### config.mk
export PLATFORM = sky130hd
export DESIGN_NAME = rat_flag_file
export DESIGN_NICKNAME = d
export VERILOG_FILES = /design/src/rtl/rat_flag_file.sv
export SDC_FILE = /design/constraint.sdc
export NUM_CORES = 1
export LEC_CHECK = 0
export CAP_MARGIN = 30
export CORE_AREA = 2 2 39 41
export DETAILED_ROUTE_END_ITERATION = 6
export DIE_AREA = 0 0 41 43
export MAX_ROUTING_LAYER = met4
export SYNTH_ARGS = -nofsm -noshare
export SYNTH_HDL_FRONTEND = slang
export SYNTH_SLANG_ARGS = --single-unit
### constraint.sdc
create_clock -name clk -period 1.3 [get_ports clk]
set_input_delay 0.26 -clock clk [delete_from_list [all_inputs] [get_ports clk]]
set_output_delay 0.26 -clock clk [all_outputs]
set_load 0.03 [all_outputs]
### src/rtl/rat_flag_file.sv
// RAT MCU status flag file with per-bit clear/set/load strobes
// and a shadow stack that saves flags on interrupt entry.
module rat_flag_file #(
  parameter  int NUM_FLAGS    = 2,
  parameter  int SHADOW_DEPTH = 1,
  localparam int DW           = $clog2(SHADOW_DEPTH + 1)
) (
  input  logic                 clk,
  input  logic                 RST,
  input  logic [NUM_FLAGS-1:0] FLG_IN,
  input  logic [NUM_FLAGS-1:0] FLG_CLR,
  input  logic [NUM_FLAGS-1:0] FLG_SET,
  input  logic [NUM_FLAGS-1:0] FLG_LD,
  input  logic                 SHAD_PUSH,
  input  logic                 SHAD_POP,
  input  logic                 ERR_CLR,
  output logic [NUM_FLAGS-1:0] FLAGS,
  output logic [NUM_FLAGS-1:0] SHAD_TOP,
  output logic [DW-1:0]        DEPTH,
  output logic                 FULL,
  output logic                 EMPTY,
  output logic                 ERR
);

  logic [NUM_FLAGS-1:0] r_flags;
  logic [NUM_FLAGS-1:0] r_stack [SHADOW_DEPTH];
  logic [DW-1:0]        r_depth;
  logic                 r_err;

  logic                 w_full;
  logic                 w_empty;
  logic                 w_push_ok;
  logic                 w_pop_ok;
  logic                 w_err_set;
  logic [NUM_FLAGS-1:0] w_top;
  logic [NUM_FLAGS-1:0] w_strobed;
  logic [NUM_FLAGS-1:0] w_flags_nxt;

  assign w_full  = (r_depth == DW'(SHADOW_DEPTH));
  assign w_empty = (r_depth == '0);

  assign w_push_ok = SHAD_PUSH & ~SHAD_POP & ~w_full;
  assign w_pop_ok  = SHAD_POP & ~SHAD_PUSH & ~w_empty;

  assign w_err_set = (SHAD_PUSH & SHAD_POP)
                   | (SHAD_PUSH & w_full)
                   | (SHAD_POP & w_empty);

  // Top of stack from registered state only; zero when empty.
  always_comb begin
    w_top = '0;
    for (int i = 0; i < SHADOW_DEPTH; i++) begin
      if (DW'(i + 1) == r_depth) begin
        w_top = r_stack[i];
      end
    end
  end

  // Per bit: CLR beats SET beats LD beats hold.
  assign w_strobed = ~FLG_CLR
                   & (FLG_SET
                      | (FLG_LD & FLG_IN)
                      | (~FLG_LD & r_flags));

  assign w_flags_nxt = w_pop_ok ? w_top : w_strobed;

  always_ff @(posedge clk) begin
    if (RST) begin
      r_flags <= '0;
      r_depth <= '0;
      r_err   <= 1'b0;
    end else begin
      r_flags <= w_flags_nxt;
      r_err   <= w_err_set | (r_err & ~ERR_CLR);
      if (w_push_ok) begin
        r_depth <= r_depth + DW'(1);
      end else if (w_pop_ok) begin
        r_depth <= r_depth - DW'(1);
      end
    end
  end

  // Push saves the pre-strobe flags; pop zeroes the vacated slot.
  always_ff @(posedge clk) begin
    for (int i = 0; i < SHADOW_DEPTH; i++) begin
      if (RST) begin
        r_stack[i] <= '0;
      end else if (w_push_ok && (DW'(i) == r_depth)) begin
        r_stack[i] <= r_flags;
      end else if (w_pop_ok && (DW'(i + 1) == r_depth)) begin
        r_stack[i] <= '0;
      end
    end
  end

  assign FLAGS    = r_flags;
  assign SHAD_TOP = w_top;
  assign DEPTH    = r_depth;
  assign FULL     = w_full;
  assign EMPTY    = w_empty;
  assign ERR      = r_err;

endmodule

==> summary.txt <==
Timing
  – Setup clock skew after layout: 2.073 ps
  – Post-route setup slack: 50.43 ps
  – Crit path time final: 1250 ps
  – Max-slew headroom: 79.94%
  – Peak Freq: 800.3 MHz
  – Period utilization: 96.12%
  – Max Slew Vio Count: 0
  – Slew @ Worst Pin: 302.2 ps
  – Final hold slack: 439.0 ps
  – Setup violations, final: 0
  – Fin. Hold Viols: 0

Yosys
  – Synthesis-stage register bit count: 6
  – Mapped Cells: 32
  – Post-synthesis simple-gate area fraction: 31.01%
  – Synth Area in Compound Gates: 20.93%
  – Synthesis Warnings: 0
  – Synth Cell Area: 322.8 sq um
  – Post-Syn Nets: 45
  – Average cell area after synthesis: 10.09 sq um
  – Adder and majority gate portion of the synthesized area: 0%
  – Sequential fraction of the synthesis area: 43.41%
  – Mux contribution to synthesized area: 0%
  – Combinational family with the most area after synthesis: simple AND/OR/NAND/NOR gates
  – XOR/XNOR Fraction of Synth Area: 0%
  – Post-synth cell types: 18

GRT
  – All-Layer GR Usage: 11.66%
  – Overflow after GRT: 0
  – First-pass GRT wire length: 1317 um
  – Vias in the first global route: 328
  – Largest net degree at the start of global routing: 11
  – Antenna violations before repair: 0

CTS
  – Clock Sinks: 6
  – Inserted Clock Buffers: 3
  – Cts hold-fix bufs: 0
  – Root buf cell: clkbuf_4
  – Max clock buf depth: 2
  – CTS tree: done
  – CTS clock-pin slew for the worst setup and hold paths: 50 ps
  – Worst-skew pair later-pin latency: 250 ps
  – H-tree Lvls: 1

Critical path
  – CP Launch Type: register
  – CP top delay family: buffers and inverters
  – Critical path type: register to output pin
  – Crit path largest cell delay: 400 ps
  – CP bufs+invs: 1
  – Crit-path slowest cell: dlygate4sd2_1
  – CP Capture Type: output pin
  – Critical path data required time: 1040 ps
  – Worst Path Max Fanout: 3
  – CP arrival: 990 ps
  – CP Cell Sequence: dlygate4sd2_1

Route
  – Post-route DRC: 0
  – DRT iter0 DRCs: 2
  – DRT Pass-1 Iters: 3
  – Total wire length: 784 um
  – Total number of vias: 333
  – Wire per inst: 10.32 um
  – Routed Antenna Nets: 0
  – Via density: 4.382

Floorplanning
  – Die ar.: 1763 sq um
  – Initial Util: 23.33%
  – Die Ht: 43 um
  – Total core area: 1384 sq um
  – FP Rows: 14
  – DIE WIDTH: 41 um
  – Number of I/O pins: 21

Layout
  – Final #Nets: 74
  – Footprint of the multi-input gates: 172.7 sq um
  – Area delta synth->final: 81.78%
  – Most frequent cells in the layout: clkdlybuf4s50_1, buf_4, dlygate4sd2_1
  – Fraction of layout cells with a size suffix above 1: 33.33%
  – Register cell area after layout: 141.4 sq um
  – Fillers: 150
  – Antenna cells: 0

Placement
  – Pre-CTS worst setup slack: -313.7 ps
  – RD Place Congestion: 0.6325
  – Post-DP HPWL: 587.5 um
  – IO Port Bufs: 20

Outcome
  – Status: finished, final reports clean

Hold path
  – Hold Path Class: input pin to register

Power
  – Leakage power total: 0.2596 nW
  – Peak VDD IR: 0.3067 mV
  – PD cells: 932.2 nW/um^2

Run
  – MaxCap Viol Count: 0
[metrics by stage]
stage | cells | power (mW) | instance area [sq um] | TNS [ps] | utilization, %
5_1_grt | 76 | 0.5764 | 586.8 | -6.438 | 42.41
3_3_place_gp | 70 | 0.3507 | 546.8 | -1280 | 39.51
2_1_floorplan | 32 | 0.2767 | 324.1 | 0 | -
4_1_cts | 74 | 0.5507 | 571.8 | 0 | 41.32
6_report | 76 | 0.5470 | 586.8 | 0 | 42.41
3_5_place_dp | 70 | 0.3511 | 546.8 | -1341 | 39.51
[sequential cells by signal, summed over array words and instances, names as in the netlist]
name,flops
DEPTH,1
r_stack,2
FLAGS,2
ERR,1
[layer usage]
metal | up-vias | GRT usage [%] | wire, um
li1 | 173 | - | -
met1 | 151 | 13.64 | 340
met2 | 9 | 16.56 | 412
met3 | 0 | 1.571 | 30
met4 | 0 | 10.00 | 0
met5 | - | - | 0
[kinds of logic after synthesis]
family,after synthesis
DFF,6
and+or+nand+nor,15
AOI/OAI and AO/OA,8
buffers and inverters,3
[report_power, final]
part	leakage (nW)	internal [mW]	switching (mW)	total, mW
sequential	0.0548	0.207	0.00918	0.216
clock	0.0150	0.117	0.0821	0.199
combinational	0.190	0.0724	0.0592	0.132
[synth_stat cells, drive strengths merged]
| cell type | count | area [sq um] |
|---|---|---|
| a211oi | 2 | 15.01 |
| or3 | 1 | 6.260 |
| inv | 2 | 7.510 |
| buf | 1 | 7.510 |
| nor3 | 1 | 5.000 |
| nand2 | 1 | 3.750 |
| a21oi | 3 | 15.01 |
| edfxtp | 2 | 60.06 |
| nor2b | 3 | 18.77 |
| o41ai | 2 | 32.53 |
| nand3b | 2 | 15.01 |
| or2b | 1 | 7.510 |
| and3b | 1 | 12.51 |
| dfxtp | 4 | 80.08 |
| o21ai | 1 | 5.000 |
| and2 | 4 | 27.52 |
| nor2 | 1 | 3.750 |
[area by class of cell]
type,instances,area share [%]
multi-input combinational,23,29.42
sequential,6,24.09
clock buffer,4,4.478
timing repair buffer,25,37.31
tap,16,3.412
inverter,2,1.279
[worst paths after layout]
kind / start / endpoint / slack [ps] / cells past startpoint
min: SHAD_PUSH / ERR / 440 / 3
max: FLAGS[0] / FLAGS[0] / 50 / 1
max reg2reg: DEPTH / r_stack[0][1] / 130 / 2
min reg2reg: DEPTH / ERR / 540 / 2
[timing repair]
item	4_1_cts	5_1_grt
gates resized for setup	6	0
pin swaps	0	0
setup endpoints to repair	5	2
endpoints found under the hold margin	0	0
buffers inserted	0	2
No activity file was read; power rests on OpenSTA's default activity.
